===== config.mk =====
export PLATFORM = sky130hd
export DESIGN_NAME = div_unit
export DESIGN_NICKNAME = d
export VERILOG_FILES = /design/src/rtl/div_unit.sv
export SDC_FILE = /design/constraint.sdc
export NUM_CORES = 1
export LEC_CHECK = 0
export BUFFER_PORTS_ARGS = -buffer_cell sky130_fd_sc_hd__buf_2
export CORE_UTILIZATION = 40
export DETAILED_ROUTE_END_ITERATION = 8
export PLACE_DENSITY = 0.67
export SETUP_SLACK_MARGIN = 0.05
export SLEW_MARGIN = 10
export SYNTH_ARGS = -nofsm -noshare
export SYNTH_HDL_FRONTEND = slang
export SYNTH_SLANG_ARGS = --single-unit

===== constraint.sdc =====
create_clock -name clk -period 7.47 [get_ports clk]
set_input_delay 0.747 -clock clk [delete_from_list [all_inputs] [get_ports clk]]
set_output_delay 0.747 -clock clk [all_outputs]
set_load 0.01 [all_outputs]

===== src/rtl/div_unit.sv =====
// Radix-2 restoring divider for DIV/DIVU: one quotient bit per cycle, 33-cycle stall (2 for divide-by-zero).
// No backpressure beyond the start/ready handshake: start is held until ready, then dropped to release.
module div_unit #(
  parameter int DATA_W = 32
) (
  input  logic                clk,
  input  logic                rst,
  input  logic                signed_div_i,
  input  logic [DATA_W-1:0]   opdata1_i,
  input  logic [DATA_W-1:0]   opdata2_i,
  input  logic                start_i,
  input  logic                annul_i,
  output logic [2*DATA_W-1:0] result_o,
  output logic                ready_o
);

  localparam int CNT_W = $clog2(DATA_W + 1);

  localparam logic [1:0] IDLE   = 2'd0;
  localparam logic [1:0] BYZERO = 2'd1;
  localparam logic [1:0] ON     = 2'd2;
  localparam logic [1:0] END    = 2'd3;

  logic [1:0]        state;
  logic [CNT_W-1:0]  cnt;
  logic [DATA_W:0]   rem;
  logic [DATA_W-1:0] quo;
  logic [DATA_W-1:0] dvsr;
  logic              sgn_mode;
  logic              sgn1;
  logic              sgn2;

  logic [DATA_W:0]   trial;
  logic [DATA_W:0]   diff;
  logic              ge;
  logic [DATA_W-1:0] op1_abs;
  logic [DATA_W-1:0] op2_abs;
  logic [DATA_W-1:0] q_fix;
  logic [DATA_W-1:0] r_fix;

  always_comb begin
    trial   = {rem[DATA_W-1:0], quo[DATA_W-1]};
    diff    = trial - {1'b0, dvsr};
    ge      = (trial >= {1'b0, dvsr});
    // Negating the most negative value wraps to itself, which is its correct unsigned magnitude.
    op1_abs = (signed_div_i && opdata1_i[DATA_W-1]) ? -opdata1_i : opdata1_i;
    op2_abs = (signed_div_i && opdata2_i[DATA_W-1]) ? -opdata2_i : opdata2_i;
    q_fix   = (sgn_mode && (sgn1 ^ sgn2)) ? -quo : quo;
    r_fix   = (sgn_mode && sgn1) ? -rem[DATA_W-1:0] : rem[DATA_W-1:0];
  end

  always_ff @(posedge clk) begin
    if (rst) begin
      state    <= IDLE;
      cnt      <= '0;
      rem      <= '0;
      quo      <= '0;
      dvsr     <= '0;
      sgn_mode <= 1'b0;
      sgn1     <= 1'b0;
      sgn2     <= 1'b0;
      result_o <= '0;
      ready_o  <= 1'b0;
    end else begin
      case (state)
        IDLE: begin
          result_o <= '0;
          ready_o  <= 1'b0;
          if (start_i && !annul_i) begin
            sgn_mode <= signed_div_i;
            sgn1     <= opdata1_i[DATA_W-1];
            sgn2     <= opdata2_i[DATA_W-1];
            quo      <= op1_abs;
            dvsr     <= op2_abs;
            rem      <= '0;
            cnt      <= '0;
            state    <= (opdata2_i == '0) ? BYZERO : ON;
          end
        end
        BYZERO: begin
          result_o <= '0;
          ready_o  <= 1'b0;
          state    <= annul_i ? IDLE : END;
        end
        ON: begin
          if (annul_i) begin
            state   <= IDLE;
            ready_o <= 1'b0;
          end else if (cnt != CNT_W'(DATA_W)) begin
            rem <= ge ? diff : trial;
            quo <= {quo[DATA_W-2:0], ge};
            cnt <= cnt + CNT_W'(1);
          end else begin
            result_o <= {r_fix, q_fix};
            ready_o  <= 1'b1;
            state    <= END;
          end
        end
        default: begin
          // END: result holds while execute keeps start high; annul is ignored here.
          if (start_i) begin
            ready_o <= 1'b1;
          end else begin
            result_o <= '0;
            ready_o  <= 1'b0;
            state    <= IDLE;
          end
        end
      endcase
    end
  end

endmodule


==> run metrics <==
outcome=complete, but fails checks; failing checks=design-rule violations; fmax=0.277 GHz; vias per cell=5.53; Top FF cell, synth=dfxtp_1; mapped cell area=0.0108 sq mm; Crit Path Max Fanout=33; CP Class=flip-flop to flip-flop; total negative setup slack=0 ns; GRT Resource Usage Total=23.7%; Root Driver=clkbuf_16; Critical Path RT=7.76 ns; synth warn=0; n_diodes=0; post-DR wirelength/cell=17.1 um; Post-Synth Adder-Cell Area=5.05%; clk_lat worst skew=0.44 ns; Post-CTS Setup Repair Bufs=0; internal power=1.79 mW; Clock Path Buffers=2; unrepaired setup endpoints after global routing=no; largest family of logic cells by synthesized area=compound AO/OA/AOI/OAI gates; TritonCTS buffer count=17; Post-Syn Area per Cell=7.40 sq um; Resized cells post-CTS=0; routed via count=10400; P_sw=1.22 mW; die height=166 um; Area contributors post-synth=dfxtp_1 (32%), nand2_1 (6.8%), o21ai_0 (6.2%); initial cell density of the core=41.1%; Critical Path Start Type=flip-flop; Sequential Power Share=35.2%; GRT overflow=0; dpl ws=3.87 ns; most frequent cell after synthesis=nand2_1; TritonCTS clock tree=yes; Synth top area share=31.9%; Final Max Tran Viols=0; slowest stage cell on the critical path=a41oi_4; # H-tree levels=4; register area share after synthesis=31.9%; Ports=134; Syn Inst Count=1459; Total Routed Length=32300 um; switch share=40.5%; post-synthesis xor/xnor area fraction=11.8%; Starting DRT DRC Count=707; pin count of the biggest net entering global routing=87; Post-synth EDFFs=0; PortBufs=133; Hold Fails Final Rpt=0; Layout Area Growth over Synthesis=13.6%; # clock sinks=172; CTS Hold Bufs=0; vias in the first global route=9674; most frequent cells after synthesis=nand2_1 (195), nor2_1 (173), dfxtp_1 (172); critical-path cell list=ha_1, a21o_1, a31oi_1, a211oi_1, o21ai_0, a31oi_1, a41oi_4, buf_4, nor2_1, a21oi_1, o21ai_0; clock skew=0.0145 ns; Critical Path Sink Type=flip-flop; NumNets Final=1648; Slew headroom=30.8%; core area=0.0263 sq mm; power share of the clock group=29.8%; Cell Rows=59; Synthesized Nets=1571; initial antenna violation count=0; worst slew pin tran=1.03 ns; distinct cell type count after synthesis=60; Synth Area in Simple Gates=21.7%; Gate power share=35.0%; first-pass GRT wire length=52700 um; critical path's largest stage delay=0.68 ns; type of the most critical hold path=flip-flop to flip-flop; P per Cell Area=245 mW/mm^2; final setup vio count=0; Synth Area in Compound Gates=23.8%; fraction of layout cells with a size suffix above 1=12.5%; die area=0.0277 sq mm; clk slew on worst S/H paths=0.07 ns; DRC viols=6; dominant cell type by area after synthesis=dfxtp_1; total of max-cap violations=0; maximum vdd ir drop=0.172 mV; P_leak=4.83 nW; fin worst setup slack=3.86 ns; post-DP HPWL=24900 um; Tcrit/Tclk final=48.3%; Final min period=3.61 ns; DRT Pass-1 Iters=8; crit path DAT=3.90 ns; mux contribution to synthesized area=0.741%; Async S/R FF share, synth=0%; GP Congestion=0.938; Routed Antenna Nets=0; die width=166 um; Yosys reg bits=172
## kinds of logic (layout without fill, tap and decap cells)
logic type	count (synthesis)	count (layout)
buffers and inverters	144	234
multiplexers	8	8
flip-flops	172	172
adder cells (fa/ha/maj)	43	43
XOR/XNOR	146	146
AND/OR/NAND/NOR	526	526
AO/OA/AOI/OAI	420	420
## per-layer routing
layer  wire, um  share of wire, %  GRT usage (%)
met1      15600                48           33.1
met2      14700                46           37.9
met3       1210               3.7           2.79
met4        751               2.3           7.69
met5          0                 0              0
## cell usage in the layout (no fill, tap or decap), types with 25 or more instances in the layout
cell type	netlist	layout
a211oi_1	25	25
ha_1	42	41
buf_2	0	132
xor2_1	73	73
xnor2_1	73	73
a21oi_1	130	130
inv_1	59	59
nand2_1	195	195
a22oi_1	40	40
dfxtp_1	172	172
o21ai_0	133	133
nor3_1	29	29
nand3_1	33	33
nor2_1	173	170
## power groups by stage
stage / Sequential [mW] / Clock [mW] / Combinational, mW
2_1_floorplan: 1.05 / 0 / 0.784
3_3_place_gp: 1.08 / 0 / 1.04
3_5_place_dp: 1.08 / 0 / 1.04
4_1_cts: 1.06 / 0.906 / 1.05
5_1_grt: 1.07 / 0.953 / 1.17
6_report: 1.06 / 0.897 / 1.05
## critical path, delay by kind of cell (launching register included)
family / cells / cell delay (ns)
compound gates: 8 / 2.13
fa+ha+maj: 1 / 0.33
buf+inv: 1 / 0.45
flops: 1 / 0.46
simple gates: 1 / 0.09
## area by class of cell
type / instances / area [sq um]
fillers: 2681 / 14000
multi-input cells: 1143 / 6860
flip-flops and latches: 172 / 3440
repair buffers: 143 / 743
inverters: 59 / 221
clock inverters: 15 / 164
clock buffers: 17 / 425
well taps: 335 / 419
## stage by stage
stage          instance area (sq um)  utilization, %  power [mW]  std cells  hold WS [ns]
6_report                       12300            46.7        3.01       1884         0.449
5_1_grt                        12300            46.7        3.20       1884         0.472
4_1_cts                        12300            46.7        3.01       1884         0.451
3_5_place_dp                   11700            44.5        2.12       1852         0.437
3_3_place_gp                   11700            44.5        2.11       1852         0.431
2_1_floorplan                  10800               -        1.84       1459         0.432
## worst paths after layout
| kind | start | endpoint | slack (ns) | cells after the start |
|---|---|---|---|---|
| hold / removal | result_o[36]$_SDFFE_PP0P_ | result_o[36]$_SDFFE_PP0P_ | 0.45 | 2 |
| hold reg to reg | result_o[36]$_SDFFE_PP0P_ | result_o[36]$_SDFFE_PP0P_ | 0.45 | 2 |
| setup reg to reg | rem[3]$_SDFFE_PP0P_ | rem[10]$_SDFFE_PP0P_ | 3.86 | 11 |
| setup / recovery | rem[3]$_SDFFE_PP0P_ | rem[10]$_SDFFE_PP0P_ | 3.86 | 11 |
## sequential cells by signal, indices dropped and copies added, names as in the netlist
name      count
cnt           6
dvsr         32
quo          32
ready_o       1
rem          32
result_o     64
sgn1          1
sgn2          1
sgn_mode      1
state         2
Note: power is estimated with default switching activity, not from simulation.
